==> config.mk <==
export PLATFORM = sky130hd
export DESIGN_NAME = instr_encoder
export DESIGN_NICKNAME = d
export VERILOG_FILES = /design/src/rtl/instr_encoder.sv
export SDC_FILE = /design/constraint.sdc
export NUM_CORES = 1
export LEC_CHECK = 0
export CAP_MARGIN = 20
export CORE_MARGIN = 4
export CORE_UTILIZATION = 50
export DETAILED_ROUTE_END_ITERATION = 8
export PLACE_DENSITY_LB_ADDON = 0.05
export SLEW_MARGIN = 20
export SYNTH_ARGS = -nofsm -noshare
export SYNTH_HDL_FRONTEND = slang
export SYNTH_SLANG_ARGS = --single-unit
==> constraint.sdc <==
create_clock -name clk -period 2.3 [get_ports clk]
set_clock_uncertainty 0.05 [all_clocks]
set_input_delay 0.46 -clock clk [delete_from_list [all_inputs] [get_ports clk]]
set_output_delay 0.46 -clock clk [all_outputs]
set_load 0.01 [all_outputs]
==> src/rtl/instr_encoder.sv <==
// RV32 instruction encoder: packs decoded fields into 32-bit words and queues legal ones in a 4-entry FIFO.
// Optional M-extension encoding is enabled by defining ENC_M_EXT_EN; otherwise mext=1 requests are illegal.
module instr_encoder (
  input  logic        clk,
  input  logic        rst_n,
  input  logic        in_valid,
  output logic        in_ready_o,
  input  logic [3:0]  fmt,
  input  logic [2:0]  funct3,
  input  logic        alt,
  input  logic        mext,
  input  logic [4:0]  rd,
  input  logic [4:0]  rs1,
  input  logic [4:0]  rs2,
  input  logic [31:0] imm,
  output logic [31:0] instr_o,
  output logic        out_valid_o,
  input  logic        out_ready,
  output logic        err_o,
  output logic [2:0]  count_o
);

  localparam logic [31:0] NOP_WORD = 32'h0000_0013;

  function automatic logic [31:0] encode(
    input logic [3:0]  f,
    input logic [2:0]  f3,
    input logic        a,
    input logic        m,
    input logic [4:0]  d,
    input logic [4:0]  s1,
    input logic [4:0]  s2,
    input logic [31:0] im
  );
    logic [6:0] f7;
    f7 = m ? 7'b000_0001 : {1'b0, a, 5'b0_0000};
    case (f)
      4'd0: encode = {im[11:0], s1, f3, d, 7'b000_0011};
      4'd1: begin
        // Shift-immediates carry shamt in [24:20] and the arithmetic selector in [30]
        if ((f3 == 3'b001) || (f3 == 3'b101)) begin
          encode = {1'b0, a, 5'b0_0000, im[4:0], s1, f3, d, 7'b001_0011};
        end else begin
          encode = {im[11:0], s1, f3, d, 7'b001_0011};
        end
      end
      4'd2: encode = {im[31:12], d, 7'b001_0111};
      4'd3: encode = {im[11:5], s2, s1, f3, im[4:0], 7'b010_0011};
      4'd4: encode = {f7, s2, s1, f3, d, 7'b011_0011};
      4'd5: encode = {im[31:12], d, 7'b011_0111};
      4'd6: encode = {im[12], im[10:5], s2, s1, f3, im[4:1], im[11], 7'b110_0011};
      4'd7: encode = {im[11:0], s1, 3'b000, d, 7'b110_0111};
      4'd8: encode = {im[20], im[10:1], im[11], im[19:12], d, 7'b110_1111};
      default: encode = NOP_WORD;
    endcase
  endfunction

  logic [31:0] mem_q [4];
  logic [1:0]  wr_ptr_q, wr_ptr_d;
  logic [1:0]  rd_ptr_q, rd_ptr_d;
  logic [2:0]  count_q, count_d;
  logic        err_q, err_d;
  logic        illegal_s;
  logic        accept_s;
  logic        push_s;
  logic        pop_s;
  logic [31:0] word_s;

  // Legality check and handshake decode
  always_comb begin
    illegal_s = 1'b0;
    if (fmt > 4'd8) begin
      illegal_s = 1'b1;
    end else if (mext && (fmt != 4'd4)) begin
      illegal_s = 1'b1;
    end else if (((fmt == 4'd6) || (fmt == 4'd8)) && imm[0]) begin
      illegal_s = 1'b1;
    end else if ((fmt == 4'd7) && (funct3 != 3'b000)) begin
      illegal_s = 1'b1;
    end else begin
      illegal_s = 1'b0;
    end
`ifndef ENC_M_EXT_EN
    if (mext) begin
      illegal_s = 1'b1;
    end else begin
      illegal_s = illegal_s;
    end
`endif
    accept_s = in_valid && in_ready_o;
    push_s   = accept_s && !illegal_s;
    pop_s    = out_valid_o && out_ready;
    word_s   = encode(fmt, funct3, alt, mext, rd, rs1, rs2, imm);
  end

  // Pointer, occupancy and error-pulse next state
  always_comb begin
    wr_ptr_d = push_s ? wr_ptr_q + 2'd1 : wr_ptr_q;
    rd_ptr_d = pop_s ? rd_ptr_q + 2'd1 : rd_ptr_q;
    case ({push_s, pop_s})
      2'b10:   count_d = count_q + 3'd1;
      2'b01:   count_d = count_q - 3'd1;
      default: count_d = count_q;
    endcase
    err_d = accept_s && illegal_s;
  end

  // Control state with asynchronous reset
  always_ff @(posedge clk or negedge rst_n) begin
    if (!rst_n) begin
      wr_ptr_q <= 2'd0;
      rd_ptr_q <= 2'd0;
      count_q  <= 3'd0;
      err_q    <= 1'b0;
    end else begin
      wr_ptr_q <= wr_ptr_d;
      rd_ptr_q <= rd_ptr_d;
      count_q  <= count_d;
      err_q    <= err_d;
    end
  end

  // Storage needs no reset: occupancy gates every read
  always_ff @(posedge clk) begin
    if (push_s) begin
      mem_q[wr_ptr_q] <= word_s;
    end
  end

  assign count_o     = count_q;
  assign in_ready_o  = (count_q < 3'd4);
  assign out_valid_o = (count_q != 3'd0);
  assign err_o       = err_q;
  assign instr_o     = (count_q == 3'd0) ? NOP_WORD : mem_q[rd_ptr_q];

endmodule
# Word level (Yosys, flattened, before mapping)

Memories as Yosys holds them, arrays and structs flattened.
Cells that the tools add are included.

Muxes and demuxes: 12
Eq/ne operators: 13
Order comparisons: 2
Add/sub/neg operators: 4
Reductions and logical operators: 15

Operators by type and width:

| kind                                                                    | number |
|---|---|
| 32-bit case mux with 9 select lines                                     | 1 |
| 32-bit two-way mux                                                      | 2 |
| 4-bit by 3-bit == test with 1-bit output, second input constant         | 4 |
| 4-bit by 2-bit == test with 1-bit output, second input constant         | 2 |
| 1-bit logical AND                                                       | 7 |
| 1-bit two-way mux                                                       | 7 |
| 6-bit two-way mux                                                       | 1 |
| 3-bit case mux with 2 select lines                                      | 1 |
| 3-bit nonzero test                                                      | 2 |
| 2-bit by 1-bit adder with 2-bit output, second input constant           | 2 |
| 4-bit by 1-bit == test with 1-bit output, second input constant         | 1 |
| 4-bit == test, second input constant                                    | 1 |
| 4-bit > comparator, second input constant                               | 1 |
| 4-bit logical NOT                                                       | 1 |
| 4-bit by 3-bit inequality test with 1-bit output, second input constant | 1 |
| 3-bit by 1-bit adder with 3-bit output, second input constant           | 1 |
| 3-bit by 1-bit == test with 1-bit output, second input constant         | 1 |
| 3-bit == test, second input constant                                    | 1 |
| 3-bit logical NOT                                                       | 1 |
| 3-bit less-than comparator, second input constant                       | 1 |
| 3-bit by 1-bit subtractor with 3-bit output, second input constant      | 1 |
| 2-bit by 1-bit == test with 1-bit output, second input constant         | 1 |
| 2-bit == test, second input constant                                    | 1 |
| 1-bit logical OR                                                        | 2 |
| 2 further kinds                                                         | 2 |

Word-level logic and storage cells: 51
Memories: 1
Output and inout port bits: 38
Memory bits (writable): 128
Bits in registers: 8
Input bits: 60

Memory list:

| name  | words | bits a word | read ports | clocked after Yosys merged registers in | write ports | line | text |
|---|---|---|---|---|---|---|---|
| mem_q | 4     | 32          | 1          | 0                                       | 1           | 58   | `logic [31:0] mem_q [4];` |

# Longest topological paths before layout

Depth in word-level cells: 11
Depth in mapped cells: 11
Mapped depth without buffers: 10

# Least setup slack after synthesis

No wires, ideal clock.

Kind: input-to-reg
Start: input fmt[2]
End: memory mem_q[0][10] (enable)
Stages on the path: 5
Path buffers: 1
Data required time: 1.860 ns
Library setup time: 0.390 ns
Path slack: -0.538 ns
Arrival: 2.398 ns
Cell sequence: buf_6 o41a_1 a31o_1 nor4_4 and2_1

Longest elaborated chain between the ends: 11
Elaborated cells between the ends (all ways): 18
Those cells by class: order compare: 1; eq/ne: 4; mux: 7; reduce/logical: 6

Ends and longest elaborated chain:

| what                                                                   | line   | text |
|---|---|---|
| start: declaration                                                     | 8      | `input logic [3:0] fmt,` |
| 4-bit by 3-bit == test with 1-bit output, or another cell as far along | 78     | `end else if ((fmt == 4'd7) && (funct3 != 3'b000)) begin` |
| 1-bit logical AND / 1-bit logical OR (equally long branches)           | 78, 76 |  |
| 1-bit two-way mux / 1-bit logical AND (equally long branches)          | 78, 76 |  |
| 1-bit two-way mux                                                      | 76     | `end else if (((fmt == 4'd6) \|\| (fmt == 4'd8)) && imm[0]) begin` |
| 1-bit two-way mux                                                      | 74     | `end else if (mext && (fmt != 4'd4)) begin` |
| 1-bit two-way mux (*)                                                  | 72     | `if (fmt > 4'd8) begin` |
| 1-bit two-way mux (*)                                                  | 84     | `if (mext) begin` |
| 1-bit logical NOT (*)                                                  | 91     | `push_s = accept_s && !illegal_s;` |
| 1-bit logical AND (*)                                                  | 91     |  |
| 1-bit two-way mux (*)                                                  | 125    | `if (push_s) begin` |
| 1-bit two-way mux (implied by the code) (*)                            | 126    | `mem_q[wr_ptr_q] <= word_s;` |
| end: declaration                                                       | 58     |  |

Mark *: on every way between the ends. The rest lies on a longest branch, timed or not.

# Worst setup path in the final report

Start: register rd_ptr_q[0]
End: output instr_o[4]

Longest elaborated chain between the ends: 2

Ends and longest elaborated chain:

| what                     | line | text |
|---|---|---|
| start: declaration       | 60   | `logic [1:0] rd_ptr_q, rd_ptr_d;` |
| start signal: assignment | 117  | `rd_ptr_q <= rd_ptr_d;` |
| memory 4 x 32 bit        | n/a  |  |
| 32-bit two-way mux       | 134  | `assign instr_o = (count_q == 3'd0) ? NOP_WORD : mem_q[rd_ptr_q];` |
| end: declaration         | 16   | `output logic [31:0] instr_o,` |

No other way between the ends.

==> impl_metrics.prom <==
# TYPE chip_impl_metric gauge
chip_impl_metric{name="synth-compound-area-share",unit="%"} 9.39
chip_impl_metric{name="grt_pass1_vias",unit=""} 4155
chip_impl_info{name="timing_worst_setup_path_type",value="flop to output port"} 1
chip_impl_metric{name="power.ir.vdd_worst",unit="mV"} 0.671
chip_impl_metric{name="synth-seq-cells",unit=""} 128
chip_impl_metric{name="hold-worst-slack",unit="ns"} 0.271
chip_impl_metric{name="share_of_synthesized_cell_area_in_full_adder_half_adder_and_majority_cells",unit="%"} 1.38
chip_impl_metric{name="drt_first_pass_iters",unit=""} 5
chip_impl_metric{name="io-pin-count",unit=""} 98
chip_impl_info{name="crit_slowest_cell",value="sky130_fd_sc_hd__dfrtp_2"} 1
chip_impl_info{name="post_synth_main_area_contributors",value="sky130_fd_sc_hd__edfxtp_1, sky130_fd_sc_hd__mux4_2, sky130_fd_sc_hd__and2_1"} 1
chip_impl_info{name="clock_tree.root_cell",value="sky130_fd_sc_hd__clkbuf_16"} 1
chip_impl_metric{name="cts-htree-levels",unit=""} 4
chip_impl_metric{name="tightestPinTransition",unit="ns"} 0.508
chip_impl_metric{name="violation_count_after_the_first_detailed_route_iteration",unit=""} 224
chip_impl_metric{name="start_util",unit="%"} 51.7
chip_impl_metric{name="detailed_place_hpwl",unit="um"} 10200
chip_impl_metric{name="wire_length_of_the_first_global_routing_pass",unit="um"} 23500
chip_impl_metric{name="area_fraction_of_the_dominant_cell_type_after_synthesis",unit="%"} 60.2
chip_impl_metric{name="num_antenna_cells",unit=""} 0
chip_impl_metric{name="worst_path_required_time",unit="ns"} 1.79
chip_impl_metric{name="post_synth_instance_area",unit="um^2"} 5980
chip_impl_metric{name="drc_errors",unit=""} 0
chip_impl_info{name="path_cells",value="buf_6 -> buf_6 -> buf_4 -> mux4_2 -> a31o_4 -> buf_6"} 1
chip_impl_metric{name="synth_cells",unit=""} 387
chip_impl_info{name="status",value="finished, violations left"} 1
chip_impl_metric{name="largest_net_degree_at_the_start_of_global_routing",unit=""} 33
chip_impl_metric{name="fraction_of_final_layout_cells_with_drive_strength_greater_than_1",unit="%"} 33.7
chip_impl_metric{name="total_of_max_cap_violations",unit=""} 0
chip_impl_info{name="critical-path-top-delay-family",value="buffers and inverters"} 1
chip_impl_info{name="hold_class",value="input port to asynchronous set/reset pin"} 1
chip_impl_metric{name="cellPowerDensity",unit="nW/um^2"} 1060
chip_impl_metric{name="timing.final.hold_violations",unit=""} 0
chip_impl_metric{name="cts_sinks",unit=""} 128
chip_impl_metric{name="final.fill_count",unit=""} 768
chip_impl_metric{name="timing.critical_path.slowest_cell_delay",unit="ns"} 0.42
chip_impl_metric{name="path_buf_inv",unit=""} 4
chip_impl_metric{name="area_growth_syn_to_layout",unit="%"} 39.3
chip_impl_metric{name="route.detailed.vias_per_inst",unit=""} 5.75
chip_impl_info{name="violations",value="negative setup slack"} 1
chip_impl_metric{name="postSynthAreaPerCell",unit="um^2"} 15.5
chip_impl_info{name="critPathMostFrequentCell",value="sky130_fd_sc_hd__buf_6"} 1
chip_impl_metric{name="grt-ovfl-total",unit=""} 0
chip_impl_metric{name="total_leakage_power",unit="nW"} 3.09
chip_impl_metric{name="numPlacedInstances",unit=""} 654
chip_impl_metric{name="dpl_worst_slack",unit="ns"} -0.597
chip_impl_metric{name="period_share",unit="%"} 107
chip_impl_info{name="cts_tree",value="done"} 1
chip_impl_metric{name="reg2reg_setup_slack",unit="ns"} 0.20
chip_impl_metric{name="synth_enable_flop_cells",unit=""} 120
chip_impl_metric{name="final_nets",unit=""} 608
chip_impl_metric{name="fp.dieW",unit="um"} 117
chip_impl_metric{name="worstPathMaxFanout",unit=""} 3
chip_impl_metric{name="synth_async_sr_flop_share",unit="%"} 6.25
chip_impl_metric{name="final_period_minus_worst_setup_slack",unit="ns"} 2.47
chip_impl_metric{name="placementRows",unit=""} 39
chip_impl_metric{name="timing.critical_path.arrival",unit="ns"} 1.96
chip_impl_metric{name="port_buffers",unit=""} 95
chip_impl_metric{name="relSlewSlack",unit="%"} 65.8
chip_impl_metric{name="yosys.cell_types.count",unit=""} 52
chip_impl_metric{name="via_count",unit=""} 4016
chip_impl_metric{name="antenna_found_initial",unit=""} 0
chip_impl_metric{name="fmax",unit="MHz"} 405
chip_impl_metric{name="die_y",unit="um"} 117
chip_impl_metric{name="floorplan.die_area",unit="um^2"} 13800
chip_impl_info{name="ys_dominant_reg_cell",value="sky130_fd_sc_hd__edfxtp_1"} 1
chip_impl_metric{name="report.final.setup_viol",unit=""} 30
chip_impl_metric{name="coreArea",unit="um^2"} 11600
chip_impl_metric{name="clk_path_buf_depth",unit=""} 2
chip_impl_metric{name="grt_use_total",unit="%"} 22.4
chip_impl_info{name="crit_path_capture_type",value="output port"} 1
chip_impl_metric{name="detail-route-antenna-nets",unit=""} 0
chip_impl_metric{name="post_drt_wl_per_cell",unit="um"} 21.2
chip_impl_metric{name="synth.area.mux_share",unit="%"} 12.9
chip_impl_metric{name="report.final.slew_viol_count",unit=""} 0
chip_impl_info{name="main_combinational_cell_family_by_area_after_synthesis",value="multiplexers"} 1
chip_impl_metric{name="final_cell_count_no_fill",unit=""} 698
chip_impl_metric{name="synth_simple_gate_area_share",unit="%"} 8.95
chip_impl_metric{name="setup_ws",unit="ns"} -0.170
chip_impl_info{name="synth_largest_area_cell",value="sky130_fd_sc_hd__edfxtp_1"} 1
chip_impl_info{name="worstSetupStartpointType",value="flop"} 1
chip_impl_metric{name="path_clk_slew",unit="ns"} 0.06
chip_impl_info{name="grt_setup_unrepaired",value="true"} 1
chip_impl_metric{name="gp_routability_congestion",unit=""} 0.823
chip_impl_metric{name="cts_buffers",unit=""} 17
chip_impl_metric{name="seq_area_frac_synth",unit="%"} 63.6
chip_impl_metric{name="ys.warnings.count",unit=""} 0
chip_impl_metric{name="totalWireLength",unit="um"} 14800
chip_impl_metric{name="clk_latency",unit="ns"} 0.42
chip_impl_metric{name="synth-xor-area-share",unit="%"} 0.878
metrics by stage:
step | util [%] | total power [mW] | cell area [um^2] | TNS (ns)
2_1_floorplan | - | 4.47 | 6010 | -2.05
3_3_place_gp | 65.9 | 5.92 | 7620 | -84.46
3_5_place_dp | 65.9 | 5.95 | 7620 | -90.20
4_1_cts | 72.0 | 8.93 | 8330 | -4.18
5_1_grt | 72.1 | 9.31 | 8340 | -4.97
6_report | 72.1 | 8.88 | 8340 | -2.90
logic make-up after synthesis:
family | after synthesis
compound gates | 78
simple gates | 89
xor+xnor | 6
fa+ha+maj | 6
other cells | 1
flops | 128
mux | 39
buf+inv | 40
report_power, final:
part | leakage (nW) | internal (mW) | switching (mW)
combinational | 1.61 | 1.91 | 1.40
clock | 0.288 | 1.80 | 0.973
sequential | 1.19 | 2.73 | 0.0701
total | 3.09 | 6.44 | 2.44
Yosys cell counts (all sizes together), types with 2 or more instances:
master / instances
nand2: 10
nor2: 8
nor4b: 2
nand2b: 5
a31o: 2
xor2: 2
o21bai: 2
and2: 34
mux4: 30
a22o: 13
a21oi: 18
ha: 5
mux2: 2
a21o: 4
edfxtp: 120
a22oi: 4
inv: 10
a221oi: 4
buf: 14
nor2b: 8
nor3b: 4
o221ai: 4
xnor2: 4
mux2i: 7
and3: 2
a211oi: 4
a221o: 6
nand3: 5
o21ai: 11
or3: 2
clkbuf: 16
dfrtp: 8
nor3: 3
routing by layer:
metal	share of wire (%)	global-route usage, %	vias to the layer above
met5	0	0	-
met4	1.6	7.70	0
met3	6.6	5.92	23
met2	50	36.5	152
met1	42	29.5	2003
li1	-	-	1838
cell usage in the layout (no fill, tap or decap), types with 3 or more instances in the layout:
| cell type | n |
|---|---|
| sky130_fd_sc_hd__edfxtp_1 | 120 |
| sky130_fd_sc_hd__clkdlybuf4s50_1 | 59 |
| sky130_fd_sc_hd__buf_4 | 49 |
| sky130_fd_sc_hd__mux4_2 | 30 |
| sky130_fd_sc_hd__buf_2 | 19 |
| sky130_fd_sc_hd__a21oi_1 | 18 |
| sky130_fd_sc_hd__and2_1 | 17 |
| sky130_fd_sc_hd__and2_4 | 17 |
| sky130_fd_sc_hd__clkbuf_16 | 17 |
| sky130_fd_sc_hd__buf_6 | 16 |
| sky130_fd_sc_hd__buf_12 | 15 |
| sky130_fd_sc_hd__a22o_1 | 13 |
| sky130_fd_sc_hd__o21ai_0 | 11 |
| sky130_fd_sc_hd__nand2_1 | 10 |
| sky130_fd_sc_hd__inv_1 | 9 |
| sky130_fd_sc_hd__nor2b_1 | 8 |
| sky130_fd_sc_hd__nor2_1 | 8 |
| sky130_fd_sc_hd__mux2i_1 | 7 |
| sky130_fd_sc_hd__dfrtp_1 | 7 |
| sky130_fd_sc_hd__a221o_1 | 6 |
| sky130_fd_sc_hd__nand3_1 | 5 |
| sky130_fd_sc_hd__nand2b_1 | 5 |
| sky130_fd_sc_hd__clkinvlp_4 | 5 |
| sky130_fd_sc_hd__a221oi_1 | 4 |
| sky130_fd_sc_hd__nor3b_1 | 4 |
| sky130_fd_sc_hd__a22oi_1 | 4 |
| sky130_fd_sc_hd__o221ai_1 | 4 |
| sky130_fd_sc_hd__a211oi_1 | 4 |
| sky130_fd_sc_hd__a21o_1 | 4 |
| sky130_fd_sc_hd__xnor2_1 | 4 |
| sky130_fd_sc_hd__ha_1 | 4 |
| sky130_fd_sc_hd__bufinv_16 | 4 |
| sky130_fd_sc_hd__nor3_1 | 3 |
| sky130_fd_sc_hd__clkinv_2 | 3 |
path summary, 6_finish.rpt:
kind | startpoint | cells past startpoint | end
max | rd_ptr_q[0] | 6 | instr_o[4]
max in group asynchronous | rst_n | 1 | rd_ptr_q[0]
min | rst_n | 1 | wr_ptr_q[1]
min in group clk | count_o[0] | 2 | count_o[0]
min reg2reg | count_o[0] | 2 | count_o[0]
max reg2reg | count_o[0] | 9 | count_o[2]
timing repair:
action | CTS | global route
setup endpoints to repair | 157 | 32
pin swaps | 32 | 7
cloned | 2 | 0
buffers inserted | 11 | 1
resized for setup | 150 | 14
hold buffers | 0 | 0
flip-flops by register name, indices dropped and copies added (netlist names):
name,cells
count_o,3
wr_ptr_q,2
rd_ptr_q,2
err_o,1
mem_q,120
cell type report:
cell class / count / area [um^2] / area share, %
multi-input combinational: 220 / 2070 / 24.9
tap: 143 / 179 / 2.15
timing repair buffer: 165 / 1620 / 19.5
sequential: 128 / 3800 / 45.6
inverter: 10 / 37.5 / 0.450
clock buffer: 17 / 425 / 5.10
clock inverter: 15 / 194 / 2.33
(Power assumes the default switching activity.)
